File: src/rtl/range_tuner_seq.sv
// Maps a raw number onto [min, max] as min + (number mod span) using a
// bit-serial restoring divider behind valid/ready handshakes.
module range_tuner_seq #(
    parameter int unsigned WIDTH = 16
) (
    input  logic             clk,
    input  logic             resetn,
    input  logic             in_valid,
    output logic             in_ready,
    input  logic [WIDTH-1:0] number,
    input  logic [WIDTH-1:0] min,
    input  logic [WIDTH-1:0] max,
    output logic             out_valid,
    input  logic             out_ready,
    output logic [WIDTH-1:0] tuned,
    output logic             err
);

    localparam int unsigned SW = WIDTH + 1;
    localparam int unsigned CW = $clog2(WIDTH + 1);
    localparam logic [SW-1:0] FULL_SPAN = SW'(1) << WIDTH;

    typedef enum logic [1:0] {
        S_IDLE,
        S_DIV,
        S_DONE
    } state_t;

    state_t          r_state;
    logic [SW-1:0]   r_span;
    logic [SW-1:0]   r_rem;
    logic [WIDTH-1:0] r_shift;
    logic [WIDTH-1:0] r_min;
    logic [CW-1:0]   r_cnt;

    logic [SW-1:0]   w_span;
    logic [SW-1:0]   w_rem_sh;
    logic [SW-1:0]   w_rem_nx;
    logic            w_accept;

    // Span is computed one bit wider so the full range 2^WIDTH is representable.
    assign w_span   = {1'b0, max} - {1'b0, min} + SW'(1);
    assign w_accept = in_valid && in_ready;

    // One restoring-division step: bring in the next dividend bit, subtract if it fits.
    assign w_rem_sh = (r_rem << 1) | SW'(r_shift[WIDTH-1]);
    assign w_rem_nx = (w_rem_sh >= r_span) ? (w_rem_sh - r_span) : w_rem_sh;

    always_ff @(posedge clk or negedge resetn) begin
        if (!resetn) begin
            r_state   <= S_IDLE;
            r_span    <= '0;
            r_rem     <= '0;
            r_shift   <= '0;
            r_min     <= '0;
            r_cnt     <= '0;
            in_ready  <= 1'b1;
            out_valid <= 1'b0;
            tuned     <= '0;
            err       <= 1'b0;
        end else begin
            case (r_state)
                S_IDLE: begin
                    if (w_accept) begin
                        in_ready <= 1'b0;
                        r_min    <= min;
                        r_span   <= w_span;
                        if (min > max) begin
                            tuned     <= min;
                            err       <= 1'b1;
                            out_valid <= 1'b1;
                            r_state   <= S_DONE;
                        end else if (w_span == FULL_SPAN) begin
                            tuned     <= number;
                            err       <= 1'b0;
                            out_valid <= 1'b1;
                            r_state   <= S_DONE;
                        end else if (w_span == SW'(1)) begin
                            tuned     <= min;
                            err       <= 1'b0;
                            out_valid <= 1'b1;
                            r_state   <= S_DONE;
                        end else begin
                            r_rem   <= '0;
                            r_shift <= number;
                            r_cnt   <= CW'(WIDTH);
                            r_state <= S_DIV;
                        end
                    end
                end
                S_DIV: begin
                    r_rem   <= w_rem_nx;
                    r_shift <= r_shift << 1;
                    r_cnt   <= r_cnt - CW'(1);
                    if (r_cnt == CW'(1)) begin
                        // Remainder is below span, so the add cannot wrap.
                        tuned     <= WIDTH'(w_rem_nx + {1'b0, r_min});
                        err       <= 1'b0;
                        out_valid <= 1'b1;
                        r_state   <= S_DONE;
                    end
                end
                S_DONE: begin
                    if (out_ready) begin
                        out_valid <= 1'b0;
                        in_ready  <= 1'b1;
                        r_state   <= S_IDLE;
                    end
                end
                default: begin
                    r_state   <= S_IDLE;
                    in_ready  <= 1'b1;
                    out_valid <= 1'b0;
                end
            endcase
        end
    end

endmodule

File: config.mk
export PLATFORM = sky130hd
export DESIGN_NAME = range_tuner_seq
export DESIGN_NICKNAME = d
export VERILOG_FILES = /design/src/rtl/range_tuner_seq.sv
export SDC_FILE = /design/constraint.sdc
export NUM_CORES = 1
export LEC_CHECK = 0
export CORE_UTILIZATION = 55
export DETAILED_ROUTE_END_ITERATION = 8
export GPL_ROUTABILITY_DRIVEN = 0
export PLACE_DENSITY = 0.77
export RECOVER_POWER = 100
export SYNTH_ARGS = -nofsm -noshare
export SYNTH_HDL_FRONTEND = slang
export SYNTH_SLANG_ARGS = --single-unit
File: constraint.sdc
create_clock -name clk -period 16.3 [get_ports clk]
set_input_delay 2.445 -clock clk [delete_from_list [all_inputs] [get_ports clk]]
set_output_delay 2.445 -clock clk [all_outputs]
set_load 0.01 [all_outputs]
Word-level counts from Yosys, hierarchy flattened
Cells that the tools add are included.
{ "totals": {"in_bits": 52, "word_cells": 85, "ff_bits": 91} }
{ "classes": {"magnitude_cmp": 2, "n_bitwise": 2, "mux": 45, "n_reduce_logical": 9, "eq_ne": 12, "add_sub_neg": 5} }
{ "op_table": {"columns": ["operator", "count"], "rows": [
  ["16-bit two-way mux", 14],
  ["16-bit one-hot mux with 2 select lines", 3],
  ["5-bit two-way mux", 4],
  ["17-bit by 1-bit adder with 17-bit output (second input constant)", 1],
  ["17-bit by 1-bit equality test with 1-bit output (second input constant)", 1],
  ["17-bit equality test (second input constant)", 1],
  ["17-bit >= comparator", 1],
  ["17-bit by 1-bit bitwise OR with 17-bit output", 1],
  ["16-bit by 16-bit subtractor with 17-bit output", 1],
  ["16-bit adder", 1],
  ["16-bit greater-than comparator", 1],
  ["16-bit subtractor", 1],
  ["1-bit two-way mux", 13],
  ["2-bit two-way mux", 6],
  ["2-bit != test (second input constant)", 6],
  ["5-bit one-hot mux with 2 select lines", 1],
  ["4-bit AND reduction", 2],
  ["1-bit one-hot mux with 3 select lines", 2],
  ["2-bit one-hot mux with 3 select lines", 1],
  ["3-bit AND reduction", 2],
  ["5-bit by 1-bit equality test with 1-bit output (second input constant)", 1],
  ["5-bit AND reduction", 1],
  ["5-bit by 1-bit subtractor with 5-bit output (second input constant)", 1],
  ["4-bit != test (second input constant)", 1],
  ["8 further kinds", 8]
]} }

Longest topological paths before layout
Gate-level depths: netlist of the first run.
{ "depth": {"ltp_word": 8, "mapped_depth": 23} }

Worst setup path before layout of the first run
Ideal clock, no wire load.
{ "synth_path": {"path_type": "input to register", "startpoint": "input port max[1]", "endpoint": "register tuned[0]", "cell_stages": 16, "arrival_ns": 5.966, "n_path_buf": 1, "path_slack_ns": 10.209, "path_cell_list": "inv_1 ha_1 inv_1 ha_1 inv_1 fa_1 nand2b_1 a21oi_1 o21a_1 mux2i_1 or4b_4 a2111oi_4 a311oi_2 nor3_4 buf_6 mux2_2"} }
{ "synth_between": {"elab_chain_len": 7, "elab_cells_between_ends": 11} }
{ "synth_lines": {"columns": ["element", "line", "text"], "rows": [
  ["start: declaration", "12", "input logic [WIDTH-1:0] max,"],
  ["16-bit by 16-bit subtractor with 17-bit output", "42", "assign w_span = {1'b0, max} - {1'b0, min} + SW'(1);"],
  ["17-bit by 1-bit adder with 17-bit output", "42", null],
  ["17-bit equality test", "73", "end else if (w_span == FULL_SPAN) begin"],
  ["16-bit two-way mux", "73", null],
  ["16-bit two-way mux", "68", "if (min > max) begin"],
  ["16-bit two-way mux", "64", "if (w_accept) begin"],
  ["16-bit one-hot mux with 2 select lines", "62", "case (r_state)"],
  ["end signal: assignment", "69", "tuned <= min;"],
  ["end signal: assignment", "74", "tuned <= number;"],
  ["end signal: assignment", "79", "tuned <= min;"],
  ["end: declaration", "15", "output logic [WIDTH-1:0] tuned,"]
]} }
Several ways; a longest one is shown, not always the timed one. The select of a mux whose other input is x is not followed.
A chain may end at the register's enable or synchronous reset.

Final worst setup path of the first run
{ "layout_path": {"startpoint": "input port min[1]", "endpoint": "register tuned[12]"} }
{ "layout_between": {"elab_chain_len": 7, "elab_cells_between_ends": 11} }
{ "layout_lines": {"columns": ["element", "line", "text"], "rows": [
  ["start: declaration", "11", "input logic [WIDTH-1:0] min,"],
  ["16-bit by 16-bit subtractor with 17-bit output", "42", null],
  ["17-bit by 1-bit adder with 17-bit output", "42", null],
  ["17-bit equality test", "73", null],
  ["16-bit two-way mux", "73", null],
  ["16-bit two-way mux", "68", null],
  ["16-bit two-way mux", "64", null],
  ["16-bit one-hot mux with 2 select lines", "62", null]
]} }
Several ways; a longest one is shown, not always the timed one. The select of a mux whose other input is x is not followed.

==> impl_metrics.ini, run 1 <==
[yosys]
synth_area_mm2 = 0.007631
async_flop_share = 1.000
syn-num-nets = 1037
synthFlopType = dfrtp_1
yosys_warnings = 0
synthCells = 899
synth.distinct_cells = 69
ys_seq_area_frac = 0.2986
avgSynthCellArea_um2 = 8.488
synth_edf_count = 0
ys_ff_latch = 91

[timing]
setup_viol = 0
slew_violations = 140
min_period_ps = 8956
worst_slew_pin_slew_ps = 3969
grt_setup_unrepaired = false
fin_skew_ps = 5.469
timing.fmax_mhz = 111.7
setup-tns-final_ps = 0
hold_viol_final = 0
relSlewSlack = -1.646
post-route-period-util = 0.5495

[clock_network]
cts_resized = 0
post_cts_buffers = 0
h-tree-depth = 3
cts_made_buffers = 9
clk_latency_ps = 360
clockRootBuffer = clkbuf_16
cts_hold_buf = 0
cts_tree = done
cts.sinks = 91
cts.clk_slew.worst_paths_ps = 70
clk_path_buf_depth = 2

[route]
drtIter0Drc = 577
vias = 6951
drtAntennaViolNets = 0
drtPass1Iterations = 5
drc_errors = 0
drt-total-wl_um = 21300
wl_per_cell_um = 18.95
drt-vias-per-instance = 6.184

[floorplan]
dieArea_mm2 = 0.01435
die_width_um = 119.8
initial_core_util = 0.5695
core_area_mm2 = 0.01340
placementRows = 42
io_pins = 71
die_h_um = 119.8

[worst_setup_path]
reg2reg_from = r_span[8]$_DFFE_PN0P_
cp_data_arrival_time_ps = 9210
cp_max_fo = 15
startpoint_type = input pin
crit_start = min[1]
end_kind = flip-flop
worst_ep_required_time_ps = 16550
rrSetupSlack_ps = 10640
criticalPathCategory = input pin to flip-flop

[power_and_ir_drop]
max-vdd-ir-drop_uv = 80.62
p_per_area_mw_per_mm2 = 186.6
p_leak_nw = 3.936

[global_routing]
gr-total-overflow = 0
first_global_vias = 6557
grt_pass1_wl_um = 34420
grt_antenna_before_repair = 0
grtUsageTotal = 0.3098
grt_max_degree = 70

[status]
outcome = finished with violations
violations = capacitance limit, slew limit

[hold_path]
min_path_type = flip-flop to flip-flop
hp-start = out_valid$_DFFE_PN0P_

[cells_and_area]
fin_nets = 1081
drive_gt1_frac = 0.06435
fin_util = 0.6450
n_antenna_cell = 0
area_delta_synth_final_pct = 13.26

[job]
maxCapViolCount = 4

[placement]
port_buffers = 70
dp.final_hpwl_um = 16090
==> layout make-up <==
type,instances,area [µm²]
well taps,176,220.2
fillers,1180,4757
flip-flops and latches,91,2278
multi-input cells,693,4861
clock buffers,9,225.2
repair buffers,77,732.0
clock inverters,7,60.06
inverters,71,266.5
==> report_power, final <==
part | switching, mW | total, mW | internal (mW)
registers | 0.0705 | 0.393 | 0.322
clock network | 0.103 | 0.210 | 0.106
logic | 0.582 | 1.01 | 0.429
total | 0.756 | 1.61 | 0.858
==> sequential cells by signal, summed over array words and instances (netlist names) <==
register / flops
r_state: 2
tuned: 16
out_valid: 1
err: 1
r_shift: 16
r_rem: 16
r_cnt: 5
r_min: 16
r_span: 17
in_ready: 1
==> synthesized netlist by cell type (5+ instances only) <==
cell,number,area [µm²]
a211oi_1,15,112.6
a21o_1,18,135.1
a21oi_1,38,190.2
a31oi_1,22,137.6
and2_1,5,31.28
and3_1,5,31.28
and4_1,6,52.55
clkbuf_1,37,138.9
dfrtp_1,90,2252
ha_1,82,1026
inv_1,71,266.5
mux2_2,26,292.8
mux2i_1,8,80.08
nand2_1,123,461.7
nand3_1,13,65.06
nand3b_1,5,37.54
nand4_1,24,150.1
nor2_1,47,176.4
nor2b_1,6,37.54
nor3_1,19,95.09
o211ai_1,20,150.1
o21a_1,5,37.54
o21ai_0,61,305.3
o21bai_1,6,45.04
o2bb2ai_1,5,43.79
o311ai_0,16,140.1
o31ai_1,21,157.7
or2_2,6,37.54
xnor2_1,24,210.2
xor2_1,11,96.34
==> path summary, 6_finish.rpt <==
path,end,cells after the start
setup / recovery,tuned[12]$_DFFE_PN0P_,15
hold / removal,out_valid$_DFFE_PN0P_,2
setup reg to reg,tuned[14]$_DFFE_PN0P_,20
hold reg to reg,out_valid$_DFFE_PN0P_,2
max in group asynchronous,tuned[7]$_DFFE_PN0P_,2
min in group asynchronous,r_rem[3]$_DFFE_PN0P_,1
==> stage by stage <==
stage | setup slack [ps] | hold slack [ps] | cell area, µm² | instances | power (mW)
5_1_grt | 7065 | 501.6 | 8643 | 1124 | 1.742
3_3_place_gp | 9022 | 462.4 | 8434 | 1108 | 1.384
6_report | 7344 | 476.3 | 8643 | 1124 | 1.613
4_1_cts | 9346 | 487.2 | 8720 | 1124 | 1.616
3_5_place_dp | 8965 | 470.5 | 8434 | 1108 | 1.400
2_1_floorplan | 10210 | 449.8 | 7631 | 899 | 1.112
==> worst max-delay path, cell delays in order <==
cell,delay [ps]
dlygate4sd3_1,650
ha_1,350
inv_1,60
ha_1,190
inv_1,60
fa_1,390
nand2b_1,190
a21oi_1,200
o21a_1,270
mux2i_1,140
or4b_1,520
a2111oi_0,1250
a311oi_1,320
nor3_1,1680
mux2_2,450
==> cell families (layout without fill, tap and decap cells) <==
kind of cell,after synthesis,count (layout),share of synthesized area
adder cells (fa/ha/maj),86,86,0.1449
buffers and inverters,115,164,0.05903
flip-flops,91,91,0.2986
multiplexers,34,34,0.04886
XOR/XNOR,35,35,0.04017
AND/OR/NAND/NOR,285,285,0.1827
AO/OA/AOI/OAI,253,253,0.2258
==> layout by cell type (no fill, tap or decap), types with 6 or more instances in the layout <==
| cell | n |
|---|---|
| xnor2_1 | 24 |
| nand3_1 | 13 |
| inv_1 | 71 |
| a211oi_1 | 15 |
| clkdlybuf4s50_1 | 46 |
| ha_1 | 82 |
| or2_2 | 6 |
| a21oi_1 | 38 |
| o211ai_1 | 20 |
| nor3_1 | 20 |
| xor2_1 | 11 |
| nand4_1 | 24 |
| clkbuf_16 | 9 |
| o31ai_1 | 21 |
| nor2_1 | 47 |
| a21o_1 | 18 |
| o21bai_1 | 6 |
| o21ai_0 | 61 |
| a31oi_1 | 22 |
| o311ai_0 | 16 |
| dfrtp_1 | 90 |
| mux2i_1 | 8 |
| mux2_2 | 26 |
| nand2_1 | 122 |
| and4_1 | 6 |
| dlygate4sd3_1 | 23 |
==> metal layers <==
metal | GRT usage | part of all wire | vias up
li1 | - | - | 3359
met1 | 0.4320 | 0.46 | 3302
met2 | 0.4635 | 0.44 | 245
met3 | 0.05323 | 0.069 | 45
met4 | 0.1523 | 0.040 | 0
met5 | 0 | 0 | -
No activity file was read; power rests on OpenSTA's default activity.
==> run 2: changes to the inputs <==
Clock period 16.3 ns to 9 ns, I/O delays scaled along.
==> run 2 against run 1 <==
Net effect: the run still ends with capacitance limit, slew limit left; critical path depth down 2; combinational power up 80%; cell area barely moved; final cell count unchanged; sequential power grew 82%; routed wire length about the same; flip-flop and latch count unchanged; non-clock buffer count did not move; global-route usage increased by 0.29 points; sequential share of layout area about the same; critical path type unchanged; largest cell class unchanged.
==> impl_metrics.ini, run 2 (synthesis results as in run 1) <==
[placement]
post_dp_cell_area_mm2 = 0.008434
port_buffers = 70
dp.final_hpwl_um = 16090

[global_routing]
grtUsageTotal = 0.3127
grt_pass1_wl_um = 34570
grt_max_degree = 70
grt_antenna_before_repair = 0
gr-total-overflow = 0
first_global_vias = 6659

[route]
vias = 7001
drtPass1Iterations = 5
drc_errors = 0
drtIter0Drc = 597
drtAntennaViolNets = 0
drt-total-wl_um = 21290
wl_per_cell_um = 18.94
drt-vias-per-instance = 6.229

[floorplan]
initial_core_util = 0.5695
core_area_mm2 = 0.01340
die_h_um = 119.8
placementRows = 42
dieArea_mm2 = 0.01435
die_width_um = 119.8
io_pins = 71

[hold_path]
min_path_type = flip-flop to flip-flop
hold_depth = 2
hp-start = r_span[2]$_DFFE_PN0P_
hold_end = r_span[2]$_DFFE_PN0P_

[cells_and_area]
fin_area_mm2 = 0.008648
drive_gt1_frac = 0.06435
fin_nets = 1081
n_antenna_cell = 0
mostFrequentLayoutCells = nand2_1, dfrtp_1, ha_1
largest_reg_flops = 17
regMostFlops = r_span
fillers = 1179
final_common_cell = nand2_1
area_delta_synth_final_pct = 13.33
fin_util = 0.6454

[worst_setup_path]
rrSetupSlack_ps = 3350
startpoint_type = input pin
r2r_end = tuned[14]$_DFFE_PN0P_
worst_ep_required_time_ps = 9240
r2r_cells = 20
cp_top_family = simple AND/OR/NAND/NOR gates
max_stage_delay_ps = 1130
cp_data_arrival_time_ps = 6980
critPathSlowestCell = a2111oi_0
end_kind = flip-flop
crit_chain = dlygate4sd3_1 > inv_1 > ha_1 > ha_1 > a211oi_1 > nor3b_1 > a211oi_1 > xnor2_1 > or4b_1 > a2111oi_0 > a311oi_1 > nor3_4 > mux2_2
reg2reg_from = r_span[8]$_DFFE_PN0P_
critPathBufInv = 2
cp_max_fo = 15
criticalPathCategory = input pin to flip-flop

[timing]
fin_skew_ps = 9.574
setup-tns-final_ps = 0
min_period_ps = 6737
slew_violations = 123
setup_viol = 0
worst_slew_pin_slew_ps = 3939
timing.fmax_mhz = 148.4
grt_setup_unrepaired = false
relSlewSlack = -1.626
hold_viol_final = 0
post-route-period-util = 0.7486

[clock_network]
cts_resized = 0
clk_path_buf_depth = 2
cts_made_buffers = 9
clk_latency_ps = 360
cts_tree = done
cts_hold_buf = 0
post_cts_buffers = 0
clockRootBuffer = clkbuf_16
cts.sinks = 91
cts.clk_slew.worst_paths_ps = 70
h-tree-depth = 3

[power_and_ir_drop]
max-vdd-ir-drop_uv = 158.0
pwr-share-comb = 0.627
p_leak_nw = 3.930
p_per_area_mw_per_mm2 = 336.4
p_switching_mw = 1.353
pwr-share-clk = 0.127
p_int_mw = 1.557
p_total_mw = 2.910
swShare = 0.4649
power_frac_seq = 0.246

[job]
maxCapViolCount = 2

[status]
outcome = finished with violations
violations = capacitance limit, slew limit
[run 2: tightest hold or removal path: stages (launching register included)]
cell and delay [ps]:
dfrtp_1 340, nand2_1 50, o21ai_0 60
[run 2: how the worst max path moves through the flow]
stage	from	to	slack, ps	cells past startpoint
6_report	min[2]	tuned[11]$_DFFE_PN0P_	2260	13
5_1_grt	min[2]	tuned[10]$_DFFE_PN0P_	1920	13
4_1_cts	min[4]	tuned[11]$_DFFE_PN0P_	3170	13
3_5_place_dp	min[4]	tuned[11]$_DFFE_PN0P_	2790	13
3_3_place_gp	min[1]	tuned[8]$_DFFE_PN0P_	2820	15
2_1_floorplan	r_span[12]$_DFFE_PN0P_	tuned[14]$_DFFE_PN0P_	3750	22
[run 2: power groups by stage]
stage                     Sequential (mW)  Clock, mW  Combinational, mW
after detailed placement            0.719          0               1.81
after global routing                0.737      0.391               2.02
after global placement              0.716          0               1.79
after CTS                           0.715      0.374               1.83
final                               0.715      0.370               1.82
after floorplan                     0.687          0               1.33
[run 2: area by class of cell]
| type | instances | area, µm² | area share |
|---|---|---|---|
| Tap cell | 176 | 220.2 | 0.02546 |
| Clock inverter | 5 | 36.28 | 0.004196 |
| Timing Repair Buffer | 77 | 732.0 | 0.08464 |
| Clock buffer | 11 | 242.7 | 0.02807 |
| Multi-Input combinational cell | 693 | 4872 | 0.5634 |
| Sequential cell | 91 | 2278 | 0.2635 |
| Inverter | 71 | 266.5 | 0.03082 |
[run 2: metrics by stage]
stage,hold slack (ps),instances,setup slack (ps)
floorplan,449.8,899,3753
global placement,462.5,1108,2822
detailed placement,469.8,1108,2788
CTS,484.1,1124,3168
global route,505.9,1124,1917
finish,480.4,1124,2263
[run 2: layer usage]
layer,part of all wire,vias to the layer above,global-route usage
met2,0.43,266,0.4664
met3,0.068,53,0.05133
met1,0.46,3320,0.4370
li1,-,3362,-
met5,0,-,0
met4,0.042,0,0.1586
==> run 3: changes to the inputs <==
Settings changed: CORE_UTILIZATION 55 to 53.
Clock period 9 ns to 5.7 ns, I/O delays scaled along.
==> run 3 against run 2 <==
Net effect: the flow still finishes with violations (capacitance limit, slew limit); largest power group unchanged; clock skew increased by 3.2 ps; critical endpoint is now tuned[14]$_DFFE_PN0P_; global-route usage decreased by 0.55 points; register-to-register slack got worse by 3000 ps; critical path type is now flip-flop to flip-flop; sequential share of layout area decreased by 0.51 points; core utilization decreased by 1.5 points; die area increased by 3.7%; sequential power increased by 58%.
==> impl_metrics.ini, run 3 (synthesis results as in run 1) <==
[global_routing]
first_global_vias = 6568
grtUsageTotal = 0.3072
grt_max_degree = 69
gr-total-overflow = 0
grt_pass1_wl_um = 34880
grt_antenna_before_repair = 0

[floorplan]
die_h_um = 122.0
core_area_mm2 = 0.01399
initial_core_util = 0.5455
die_width_um = 122.0
io_pins = 71
placementRows = 43
dieArea_mm2 = 0.01488

[route]
drt-vias-per-instance = 6.183
drtPass1Iterations = 5
drtAntennaViolNets = 0
vias = 7086
drc_errors = 0
drt-total-wl_um = 21660
wl_per_cell_um = 18.90
drtIter0Drc = 642

[cells_and_area]
stdcell_count = 1146
drive_gt1_frac = 0.08282
fin_nets = 1099
mostFrequentLayoutCells = nand2_1, dfrtp_1, ha_1
fin_area_mm2 = 0.008818
n_antenna_cell = 0
area_delta_synth_final_pct = 15.56
final_common_cell = nand2_1
regMostFlops = r_span
largest_reg_flops = 17

[timing]
timing.fmax_mhz = 186.1
post-route-period-util = 0.9426
worst_slew_pin_slew_ps = 2231
setup-tns-final_ps = 0
relSlewSlack = -0.4874
slew_violations = 92
hold_viol_final = 0
grt_setup_unrepaired = false
fin_skew_ps = 12.81
setup_viol = 0
min_period_ps = 5373

[power_and_ir_drop]
swShare = 0.4664
p_switching_mw = 2.166
p_per_area_mw_per_mm2 = 526.6
pwr-share-clk = 0.131
p_leak_nw = 4.027
pwr-share-comb = 0.626
p_total_mw = 4.644
p_int_mw = 2.478
max-vdd-ir-drop_uv = 224.3
power_frac_seq = 0.243

[worst_setup_path]
reg2reg_from = r_span[9]$_DFFE_PN0P_
r2r_cells = 20
criticalPathCategory = flip-flop to flip-flop
cp_data_arrival_time_ps = 5640
startpoint_type = flip-flop
rrSetupSlack_ps = 330
r2r_end = tuned[14]$_DFFE_PN0P_
worst_ep_required_time_ps = 5960
end_kind = flip-flop
cp_max_fo = 5

[hold_path]
min_path_type = flip-flop to flip-flop
hold_depth = 2
hold_end = r_span[15]$_DFFE_PN0P_
hp-start = r_span[15]$_DFFE_PN0P_

[clock_network]
post_cts_buffers = 0
cts.clk_slew.worst_paths_ps = 80
clk_path_buf_depth = 2
h-tree-depth = 3
clockRootBuffer = clkbuf_16
cts_hold_buf = 0
cts.sinks = 91
cts_made_buffers = 9
clk_latency_ps = 370
cts_tree = done
cts_resized = 0

[placement]
place_inst = 1130
dp.final_hpwl_um = 16490
post_dp_cell_area_mm2 = 0.008574
port_buffers = 70

[status]
violations = capacitance limit, slew limit
outcome = finished with violations

[job]
maxCapViolCount = 2
==> run 3: cell types whose count changed in the layout (fill, tap and decap cells not counted), moves of 2 or more <==
cell / before / now
buf_4: 3 / 17
clkbuf_2: 0 / 2
clkinv_4: 0 / 2
clkinvlp_4: 3 / 1
==> run 3: per-layer routing <==
layer | vias up | global-route usage | routed length (µm)
li1 | 3394 | - | -
met1 | 3367 | 0.4360 | 9756
met2 | 287 | 0.4679 | 9761
met3 | 38 | 0.05337 | 1493
met4 | 0 | 0.1073 | 652
met5 | - | 0 | 0
==> run 3: how the worst max path moves through the flow <==
stage / start / to / slack [ps] / depth (start not counted)
after floorplan: r_span[12]$_DFFE_PN0P_ / tuned[14]$_DFFE_PN0P_ / 450 / 22
after global placement: min[1] / tuned[1]$_DFFE_PN0P_ / 410 / 16
after detailed placement: min[1] / tuned[9]$_DFFE_PN0P_ / 350 / 16
after CTS: r_span[9]$_DFFE_PN0P_ / tuned[14]$_DFFE_PN0P_ / 390 / 20
after global routing: r_span[9]$_DFFE_PN0P_ / tuned[14]$_DFFE_PN0P_ / 30 / 20
final: r_span[9]$_DFFE_PN0P_ / tuned[14]$_DFFE_PN0P_ / 330 / 20
==> run 3: worst max-delay path: stages (launching register included) <==
cell,delay [ps]
dfrtp_1,360
inv_1,50
ha_1,370
and4_1,240
a21o_1,170
o41a_1,400
or4_1,520
o221a_2,180
nor2_1,110
a21oi_1,60
ha_1,230
fa_1,410
a21o_1,170
a21oi_1,260
o211ai_1,170
a41oi_1,440
nor2_1,140
o32ai_1,350
mux2i_1,260
a31oi_1,60
mux2_2,290
==> run 3: power by group through the flow <==
stage                     clock, mW  combinational, mW  sequential (mW)
after detailed placement          0               2.88             1.13
after CTS                     0.614               2.91             1.12
after global routing          0.635               3.20             1.16
after floorplan                   0               2.10             1.08
after global placement            0               2.84             1.13
final                         0.608               2.91             1.13
==> run 3: per-stage QoR <==
step,setup slack (ps),hold slack [ps],util
2_1_floorplan,452.6,449.8,-
3_3_place_gp,413.2,463.3,0.6130
3_5_place_dp,352.4,475.1,0.6130
4_1_cts,392.2,478.1,0.6341
5_1_grt,26.56,523.1,0.6304
6_report,326.9,487.5,0.6304
==> run 3: layout make-up <==
cell class,instances,area [µm²]
inverter,71,266.5
tap,180,225.2
sequential,91,2278
clock inverter,7,70.07
clock buffer,9,225.2
timing repair buffer,95,854.6
fill,1206,5170
multi-input combinational,693,4898
